**config.mk**
```make
export PLATFORM = sky130hd
export DESIGN_NAME = pipe_hazard_ctrl
export DESIGN_NICKNAME = d
export VERILOG_FILES = /design/src/rtl/pipe_hazard_ctrl.sv
export SDC_FILE = /design/constraint.sdc
export NUM_CORES = 1
export LEC_CHECK = 0
export CAP_MARGIN = 20
export CORE_AREA = 2 2 56 48
export CTS_BUF_LIST = sky130_fd_sc_hd__clkbuf_4 sky130_fd_sc_hd__clkbuf_8 sky130_fd_sc_hd__clkbuf_16
export DETAILED_ROUTE_END_ITERATION = 7
export DIE_AREA = 0 0 58 50
export PLACE_DENSITY = 0.76
export SKIP_LAST_GASP = 1
export SLEW_MARGIN = 40
export SYNTH_ARGS = -nofsm -noshare
export SYNTH_HDL_FRONTEND = slang
export SYNTH_SLANG_ARGS = --single-unit
```
**constraint.sdc**
```tcl
create_clock -name clk -period 1.8 [get_ports clk]
set_input_delay 0.18 -clock clk [delete_from_list [all_inputs] [get_ports clk]]
set_output_delay 0.18 -clock clk [all_outputs]
set_load 0.01 [all_outputs]
```
**src/rtl/pipe_hazard_ctrl.sv**
```systemverilog
// rtl/pipe_hazard_ctrl.sv - stall/flush/PC-hold sequencer for the 5-stage pipeline
// Optional performance counters: define PIPE_HAZARD_PERF_CNT_EN.
module pipe_hazard_ctrl #(
  parameter int MEM_WAIT_MAX = 8,
  parameter int CNT_W        = 16
) (
  input  logic       clk,
  input  logic       rst_n,
  input  logic       re_mem_EX,
  input  logic       we_rf_EX,
  input  logic [3:0] dst_addr_EX,
  input  logic [3:0] p0_addr_ID,
  input  logic [3:0] p1_addr_ID,
  input  logic       p0_used_ID,
  input  logic       p1_used_ID,
  input  logic       we_mem_MEM,
  input  logic       re_mem_MEM,
  input  logic       mem_rdy,
  input  logic       b_ctrl_MEM,
  input  logic       hlt_MEM,
  output logic       pc_hold,
  output logic       stall_IF_ID,
  output logic       stall_ID_EX,
  output logic       stall_EX_MEM,
  output logic       stall_MEM_WB,
  output logic       flush_IF_ID,
  output logic       flush_ID_EX,
  output logic       flush_EX_MEM,
  output logic       flush_MEM_WB,
  output logic       halted,
  output logic       mem_timeout
`ifdef PIPE_HAZARD_PERF_CNT_EN
  ,
  output logic [CNT_W-1:0] perf_lu_stalls,
  output logic [CNT_W-1:0] perf_mem_waits,
  output logic [CNT_W-1:0] perf_flushes
`endif
);

  localparam logic [7:0] WAIT_MAX = 8'(MEM_WAIT_MAX);

  typedef enum logic [1:0] {RUN, MEM_WAIT, DRAIN, HALTED} state_t;

  state_t     state;
  state_t     state_nxt;
  logic [7:0] wait_cnt;
  logic [7:0] wait_cnt_nxt;

  logic mem_busy;
  logic load_use;
  logic busy_evt;
  logic lu_evt;
  logic br_evt;
  logic timeout_set;

  logic pc_hold_c;
  logic stall_if_id_c;
  logic stall_id_ex_c;
  logic stall_ex_mem_c;
  logic stall_mem_wb_c;
  logic flush_if_id_c;
  logic flush_id_ex_c;
  logic flush_ex_mem_c;
  logic flush_mem_wb_c;

  assign mem_busy = (we_mem_MEM | re_mem_MEM) & ~mem_rdy;

  // R0 is hardwired zero, so a load targeting it never creates a dependency.
  assign load_use = re_mem_EX & we_rf_EX & (dst_addr_EX != 4'd0) &
                    ((p0_used_ID & (p0_addr_ID == dst_addr_EX)) |
                     (p1_used_ID & (p1_addr_ID == dst_addr_EX)));

  always_ff @(posedge clk) begin
    if (!rst_n) begin
      state       <= RUN;
      wait_cnt    <= 8'd0;
      halted      <= 1'b0;
      mem_timeout <= 1'b0;
    end else begin
      state    <= state_nxt;
      wait_cnt <= wait_cnt_nxt;
      if (state == DRAIN) begin
        halted <= 1'b1;
      end
      if (timeout_set) begin
        mem_timeout <= 1'b1;
      end
    end
  end

  always_comb begin
    state_nxt      = state;
    wait_cnt_nxt   = wait_cnt;
    busy_evt       = 1'b0;
    lu_evt         = 1'b0;
    br_evt         = 1'b0;
    pc_hold_c      = 1'b0;
    stall_if_id_c  = 1'b0;
    stall_id_ex_c  = 1'b0;
    stall_ex_mem_c = 1'b0;
    stall_mem_wb_c = 1'b0;
    flush_if_id_c  = 1'b0;
    flush_id_ex_c  = 1'b0;
    flush_ex_mem_c = 1'b0;
    flush_mem_wb_c = 1'b0;

    case (state)
      RUN, MEM_WAIT: begin
        if (mem_busy) begin
          // Freeze everything upstream of MEM; WB receives bubbles meanwhile.
          busy_evt       = 1'b1;
          pc_hold_c      = 1'b1;
          stall_if_id_c  = 1'b1;
          stall_id_ex_c  = 1'b1;
          stall_ex_mem_c = 1'b1;
          flush_mem_wb_c = 1'b1;
          state_nxt      = MEM_WAIT;
          wait_cnt_nxt   = (wait_cnt == 8'hFF) ? wait_cnt : wait_cnt + 8'd1;
        end else begin
          state_nxt    = RUN;
          wait_cnt_nxt = 8'd0;
          if (hlt_MEM) begin
            pc_hold_c      = 1'b1;
            flush_if_id_c  = 1'b1;
            flush_id_ex_c  = 1'b1;
            flush_ex_mem_c = 1'b1;
            state_nxt      = DRAIN;
          end else if (b_ctrl_MEM) begin
            // Younger instructions are wrong-path, so any load-use match is moot.
            br_evt         = 1'b1;
            flush_if_id_c  = 1'b1;
            flush_id_ex_c  = 1'b1;
            flush_ex_mem_c = 1'b1;
          end else if (load_use) begin
            lu_evt        = 1'b1;
            pc_hold_c     = 1'b1;
            stall_if_id_c = 1'b1;
            flush_id_ex_c = 1'b1;
          end
        end
      end
      DRAIN: begin
        pc_hold_c      = 1'b1;
        stall_if_id_c  = 1'b1;
        stall_id_ex_c  = 1'b1;
        stall_ex_mem_c = 1'b1;
        flush_mem_wb_c = 1'b1;
        state_nxt      = HALTED;
      end
      HALTED: begin
        pc_hold_c      = 1'b1;
        stall_if_id_c  = 1'b1;
        stall_id_ex_c  = 1'b1;
        stall_ex_mem_c = 1'b1;
        stall_mem_wb_c = 1'b1;
      end
      default: begin
        state_nxt = RUN;
      end
    endcase
  end

  assign timeout_set = busy_evt & (wait_cnt_nxt >= WAIT_MAX);

  // Controls are held inactive while reset is asserted.
  assign pc_hold      = rst_n & pc_hold_c;
  assign stall_IF_ID  = rst_n & stall_if_id_c;
  assign stall_ID_EX  = rst_n & stall_id_ex_c;
  assign stall_EX_MEM = rst_n & stall_ex_mem_c;
  assign stall_MEM_WB = rst_n & stall_mem_wb_c;
  assign flush_IF_ID  = rst_n & flush_if_id_c;
  assign flush_ID_EX  = rst_n & flush_id_ex_c;
  assign flush_EX_MEM = rst_n & flush_ex_mem_c;
  assign flush_MEM_WB = rst_n & flush_mem_wb_c;

`ifdef PIPE_HAZARD_PERF_CNT_EN
  localparam logic [CNT_W-1:0] CNT_ONE = {{(CNT_W-1){1'b0}}, 1'b1};

  logic cnt_en;
  assign cnt_en = (state != HALTED);

  always_ff @(posedge clk) begin
    if (!rst_n) begin
      perf_lu_stalls <= '0;
      perf_mem_waits <= '0;
      perf_flushes   <= '0;
    end else if (cnt_en) begin
      if (lu_evt && (perf_lu_stalls != '1)) begin
        perf_lu_stalls <= perf_lu_stalls + CNT_ONE;
      end
      if (busy_evt && (perf_mem_waits != '1)) begin
        perf_mem_waits <= perf_mem_waits + CNT_ONE;
      end
      if (br_evt && (perf_flushes != '1)) begin
        perf_flushes <= perf_flushes + CNT_ONE;
      end
    end
  end
`endif

endmodule

```
== After elaboration in Yosys (flattened, before gate mapping) ==
Index checks and enable logic that the tools add are counted.

* Multiplexer cells: 27
* Magnitude comparators: 1
* Bitwise gates (word level): 17
* Reduce and logical (&&, ||, !) cells: 5
* $add $sub $neg: 1
* Eq/ne operators: 6

{| class="wikitable"
|+ Operators with widths
! operator !! count
|-
| $mux W8 || 3
|-
| $mux W1 || 17
|-
| $and A1 B1 Y1 || 14
|-
| $add A8 B1 Y8 const B || 1
|-
| $eq A4 B4 Y1 || 2
|-
| $eq A8 B8 Y1 const B || 1
|-
| $ge A8 B4 Y1 const B || 1
|-
| $pmux W1 S2 || 4
|-
| $eq A2 B2 Y1 const B || 2
|-
| $mux W2 || 2
|-
| $pmux W2 S2 || 1
|-
| $reduce_bool A4 Y1 || 1
|-
| $reduce_or A2 Y1 || 2
|-
| $eq A2 B1 Y1 const B || 1
|-
| $logic_not A2 Y1 || 1
|-
| $or A1 B1 Y1 || 2
|-
| $reduce_bool A2 Y1 || 1
|-
| $not A1 Y1 || 1
|}

* Output and inout bits: 11
* Input bits: 23
* Word-level logic and storage cells: 61
* Flip-flop bits (word level): 12

== Depth between registers and ports, before layout ==
Gate-level depths: netlist of the first run.

* Word-level depth: 10
* Depth in mapped cells: 6
* Gate-level depth less buffers: 6

== Worst setup path after synthesis of the first run ==
No wires, ideal clock.

* Path kind: register -> register
* From: register wait_cnt[0]
* To: register wait_cnt[2]
* Path slack: 0.447 ns
* Arrival time: 1.235 ns
* Stages on the path, launching flop included: 7
* Clock period less this slack: 1.353 ns
* Library setup time: 0.118 ns
* Path buffers: 0
* Data required time: 1.682 ns
* Cell sequence: dfxtp_1 > ha_1 > and3_4 > a41oi_2 > nand2_1 > xor2_1 > nor2_1

* Word-level cells in the longest chain between the ends: 4
* Elaborated cells between the ends (all ways): 5
* Those cells by class: add/sub: 1; eq/ne: 1; mux: 3

{| class="wikitable"
|+ RTL lines
! element !! RTL line !! text
|-
| start, declared || 46 || <nowiki>logic [7:0] wait_cnt;</nowiki>
|-
| start signal, assigned || 81 || <nowiki>wait_cnt <= wait_cnt_nxt;</nowiki>
|-
| $add A8 B1 Y8 or $eq A8 B8 Y1 (tied branches) || 118 || <nowiki>wait_cnt_nxt = (wait_cnt == 8'hFF) ? wait_cnt : wait_cnt + 8'd1;</nowiki>
|-
| $mux W8 (*) || 118 ||
|-
| $mux W8 (*) || 109 || <nowiki>if (mem_busy) begin</nowiki>
|-
| $mux W8 (*) || 107 || <nowiki>case (state)</nowiki>
|}

Mark *: on every way between the ends. The rest lies on a longest branch, timed or not.
A chain may end at the register's enable or synchronous reset.

== Worst setup path in the final report of the first run ==
* From: input port rst_n
* To: output port stall_MEM_WB

* Word-level cells in the longest chain between the ends: 1

{| class="wikitable"
|+ RTL lines
! element !! RTL line !! text
|-
| start, declared || 8 || <nowiki>input logic rst_n,</nowiki>
|-
| $and A1 B1 Y1 || 170 || <nowiki>assign stall_MEM_WB = rst_n & stall_mem_wb_c;</nowiki>
|-
| end, declared || 25 || <nowiki>output logic stall_MEM_WB,</nowiki>
|}

Every way passes these cells.

==> impl_metrics.csv, run 1 <==
group,metric,value,unit
status,status,"finished clean",
synthesis,synth.avg_cell_area,7.94,um^2
worst_setup_path,endpoint_kind,"primary output",
sta,finalCriticalPeriod,1.78,ns
power,intPower,0.461,mW
worst_setup_path,critPathBufInv,3,
worst_setup_path,crit_chain,"clkdlybuf4s50_1, buf_4, and3_1, clkdlybuf4s50_1",
sta,max_slew_margin,0.794,
sta,fmax,0.562,GHz
power,pwr-share-seq,0.443,
worst_setup_path,worstSetupPathType,"in -> out",
die,rows,16,
power,leakagePower,0.530,nW
detailed_routing,routed_wl,2.26,mm
die,fp.dieW,58,um
power,comb_power_share,0.302,
clock_network,path_clk_slew,0.07,ns
worst_setup_path,cp_slowest_stage_delay,0.54,ns
clock_network,cts_num_sinks,12,
clock_network,numCtsBuffers,3,
worst_setup_path,cp.required,1.62,ns
synthesis,yosysTopAreaCell,"dfxtp_1",
detailed_routing,drt_iter0_drc,11,
synthesis,synthArstFlopShare,0,
power,swShare,0.276,
power,vdd_drop_max,0.000445,V
placement,gp_congestion,0.861,
sta,skew,0.00831,ns
clock_network,ctsHtreeMaxLevel,1,
sta,setup_violations,0,
synthesis,synth_area,866,um^2
synthesis,ys_seq_elements,12,
hold_path,holdCritPathClass,"reg -> reg",
worst_setup_path,regToRegStartpoint,"wait_cnt[1]",
synthesis,yosysMostFrequentCell,"nor2_1",
sta,hold_violations,0,
power,p_sw,0.175,mW
die,core_area,2320,um^2
final_layout,antenna_cells,0,
detailed_routing,ant_nets,0,
synthesis,netlist.area_leader.share,0.277,
global_route,track_usage,0.172,
flow_run,maxCapViolations,0,
clock_network,clock-root-buffer,"clkbuf_4",
placement,place_area,1260,um^2
final_layout,final_nets,179,
sta,holdWs,0.473,ns
global_route,grt_start_max_net_pins,12,
worst_setup_path,cp_data_arrival_time,1.60,ns
die,dieArea,2900,um^2
power,pwr-share-clk,0.255,
worst_setup_path,path_delay_family,"buffers and inverters",
final_layout,area_delta_synth_final,54.3,%
clock_network,clockBufferDepth,2,
synthesis,synth_flop_cell,"dfxtp_1",
synthesis,synth_edf_count,0,
hold_path,hp-start,"halted",
worst_setup_path,crit_cells,4,
synthesis,ys_top_cells_by_count,"nor2_1 (15), dfxtp_1 (12), nand2_1 (9)",
placement,dp_hpwl,1.77,mm
worst_setup_path,worst_r2r_path_depth,6,
worst_setup_path,start_kind,"primary input",
synthesis,yosysSeqAreaShare,0.277,
detailed_routing,remaining_drc_errors,0,
die,initial_utilization,0.373,
global_route,grt_pass1_vias,974,
detailed_routing,routed_via_density,5.17,
worst_setup_path,crit_fanout,7,
power,p_per_area,476,nW/um^2
global_route,grt_pass1_wl,3.94,mm
sta,worst_pin_slew,0.309,ns
clock_network,clock_latency,0.27,ns
worst_setup_path,crit_start,"rst_n",
synthesis,synthCells,109,
worst_setup_path,cpMostUsedCell,"clkdlybuf4s50_1",
detailed_routing,vias,931,
detailed_routing,dr.pass1.iters,4,
synthesis,synthDistinctLibCells,35,
final_layout,final_design_area_no_fill,1340,um^2
clock_network,cts_tree,"built",
synthesis,synth_nets,133,
placement,io_buffers,33,
detailed_routing,avgRoutedWirePerCell,12.6,um
synthesis,synth.area.top_cells,"dfxtp_1 (28%), xor2_1 (7.1%), nor2_1 (6.5%)",
global_route,antenna_found_initial,0,
global_route,globalRouteOverflowTotal,0,
power,p_total,0.636,mW
die,die_h,50,um
die,boundaryPins,34,
worst_setup_path,crit_slowest_cell,"clkdlybuf4s50_1",
sta,rsz0062_at_grt,"true",
sta,setup_tns,0,ns
sta,period_share,0.988,
final_layout,drive_gt1_frac,0.281,
synthesis,ys_warn_count,0,
sta,maxSlewViolCount,0,
hold_path,hold_path_depth,1,
## metrics by stage
step / cells / utilization / setup slack (ns)
2_1_floorplan: 109 / - / 0.447
3_3_place_gp: 172 / 0.541 / -0.323
3_5_place_dp: 172 / 0.541 / -0.343
4_1_cts: 176 / 0.553 / -0.0556
5_1_grt: 180 / 0.575 / -0.0286
6_report: 180 / 0.575 / 0.0211
## final cells by class
cell class                 instances  area (um^2)
multi-input combinational         88          608
inverter                           3         11.3
timing repair buffer              47          419
tap                               27         33.8
clock buffer                       3         22.5
sequential                        12          241
fill                             202          986
## cells by family after synthesis
| logic type | count (synthesis) | synth area share |
|---|---|---|
| xor gates and xnor gates | 12 | 0.121 |
| AOI/OAI and AO/OA | 23 | 0.185 |
| adders and majority gates | 1 | 0.0144 |
| DFF | 12 | 0.277 |
| buffers and inverters | 9 | 0.0592 |
| and+or+nand+nor | 52 | 0.342 |
## registers in the layout (all words and copies together) (netlist names)
signal	count
state	2
halted	1
mem_timeout	1
wait_cnt	8
## metal layers
metal	share of wire	track usage	up-vias
li1	-	-	469
met1	0.42	0.201	425
met2	0.48	0.295	33
met3	0.095	0.0735	4
met4	0.0062	0.0271	0
met5	0	0	-
## power by group through the flow
stage | clock, mW | sequential (mW) | combinational (mW)
finish | 0.162 | 0.282 | 0.192
global route | 0.181 | 0.283 | 0.209
global placement | 0 | 0.286 | 0.181
CTS | 0.165 | 0.281 | 0.177
detailed placement | 0 | 0.287 | 0.183
floorplan | 0 | 0.289 | 0.0717
## placed cells by master, fill, tap and decap left out, types with 2 or more instances in the layout
cell	count
clkdlybuf4s50_1	20
nor2_1	14
buf_4	14
dfxtp_1	11
nand2_1	9
xor2_1	7
dlygate4sd2_1	7
xnor2_1	5
nor3_2	5
o21ai_1	4
a21oi_1	4
nor2b_1	4
nand3_1	3
clkbuf_4	3
dlymetal6s2s_1	3
nor4_2	2
o31ai_1	2
inv_2	2
and3_1	2
nand3_2	2
a41oi_2	2
nand2_2	2
o21ai_0	2
a31oi_1	2
o21a_1	2
buf_2	2
## worst register-to-register path, delay by kind of cell (launching register included)
family                     cells  cell delay, ns
AOI/OAI and AO/OA              2            0.25
adders and majority gates      1            0.27
DFF                            1            0.43
and+or+nand+nor                3            0.52
## timing repair
item | CTS | global route
pin swaps | 1 | 5
buffers inserted | 1 | 4
resized for setup | 15 | 14
gates cloned | 0 | 0
setup endpoints to repair | 8 | 6
hold buffers | 0 | 0
## worst paths after layout
| path | endpoint | slack, ns |
|---|---|---|
| worst max-delay path | stall_MEM_WB | 0.02 |
| worst min-delay path | halted | 0.47 |
| worst max register to register | mem_timeout | 0.21 |
| worst min register to register | halted | 0.47 |
(Power assumes the default switching activity.)
==> run 2: changes to the inputs <==
Settings changed: CTS_CLUSTER_DIAMETER set to 50.
==> results of run 2 <==
Final layout, timing and power as in run 1 (identical DEF).
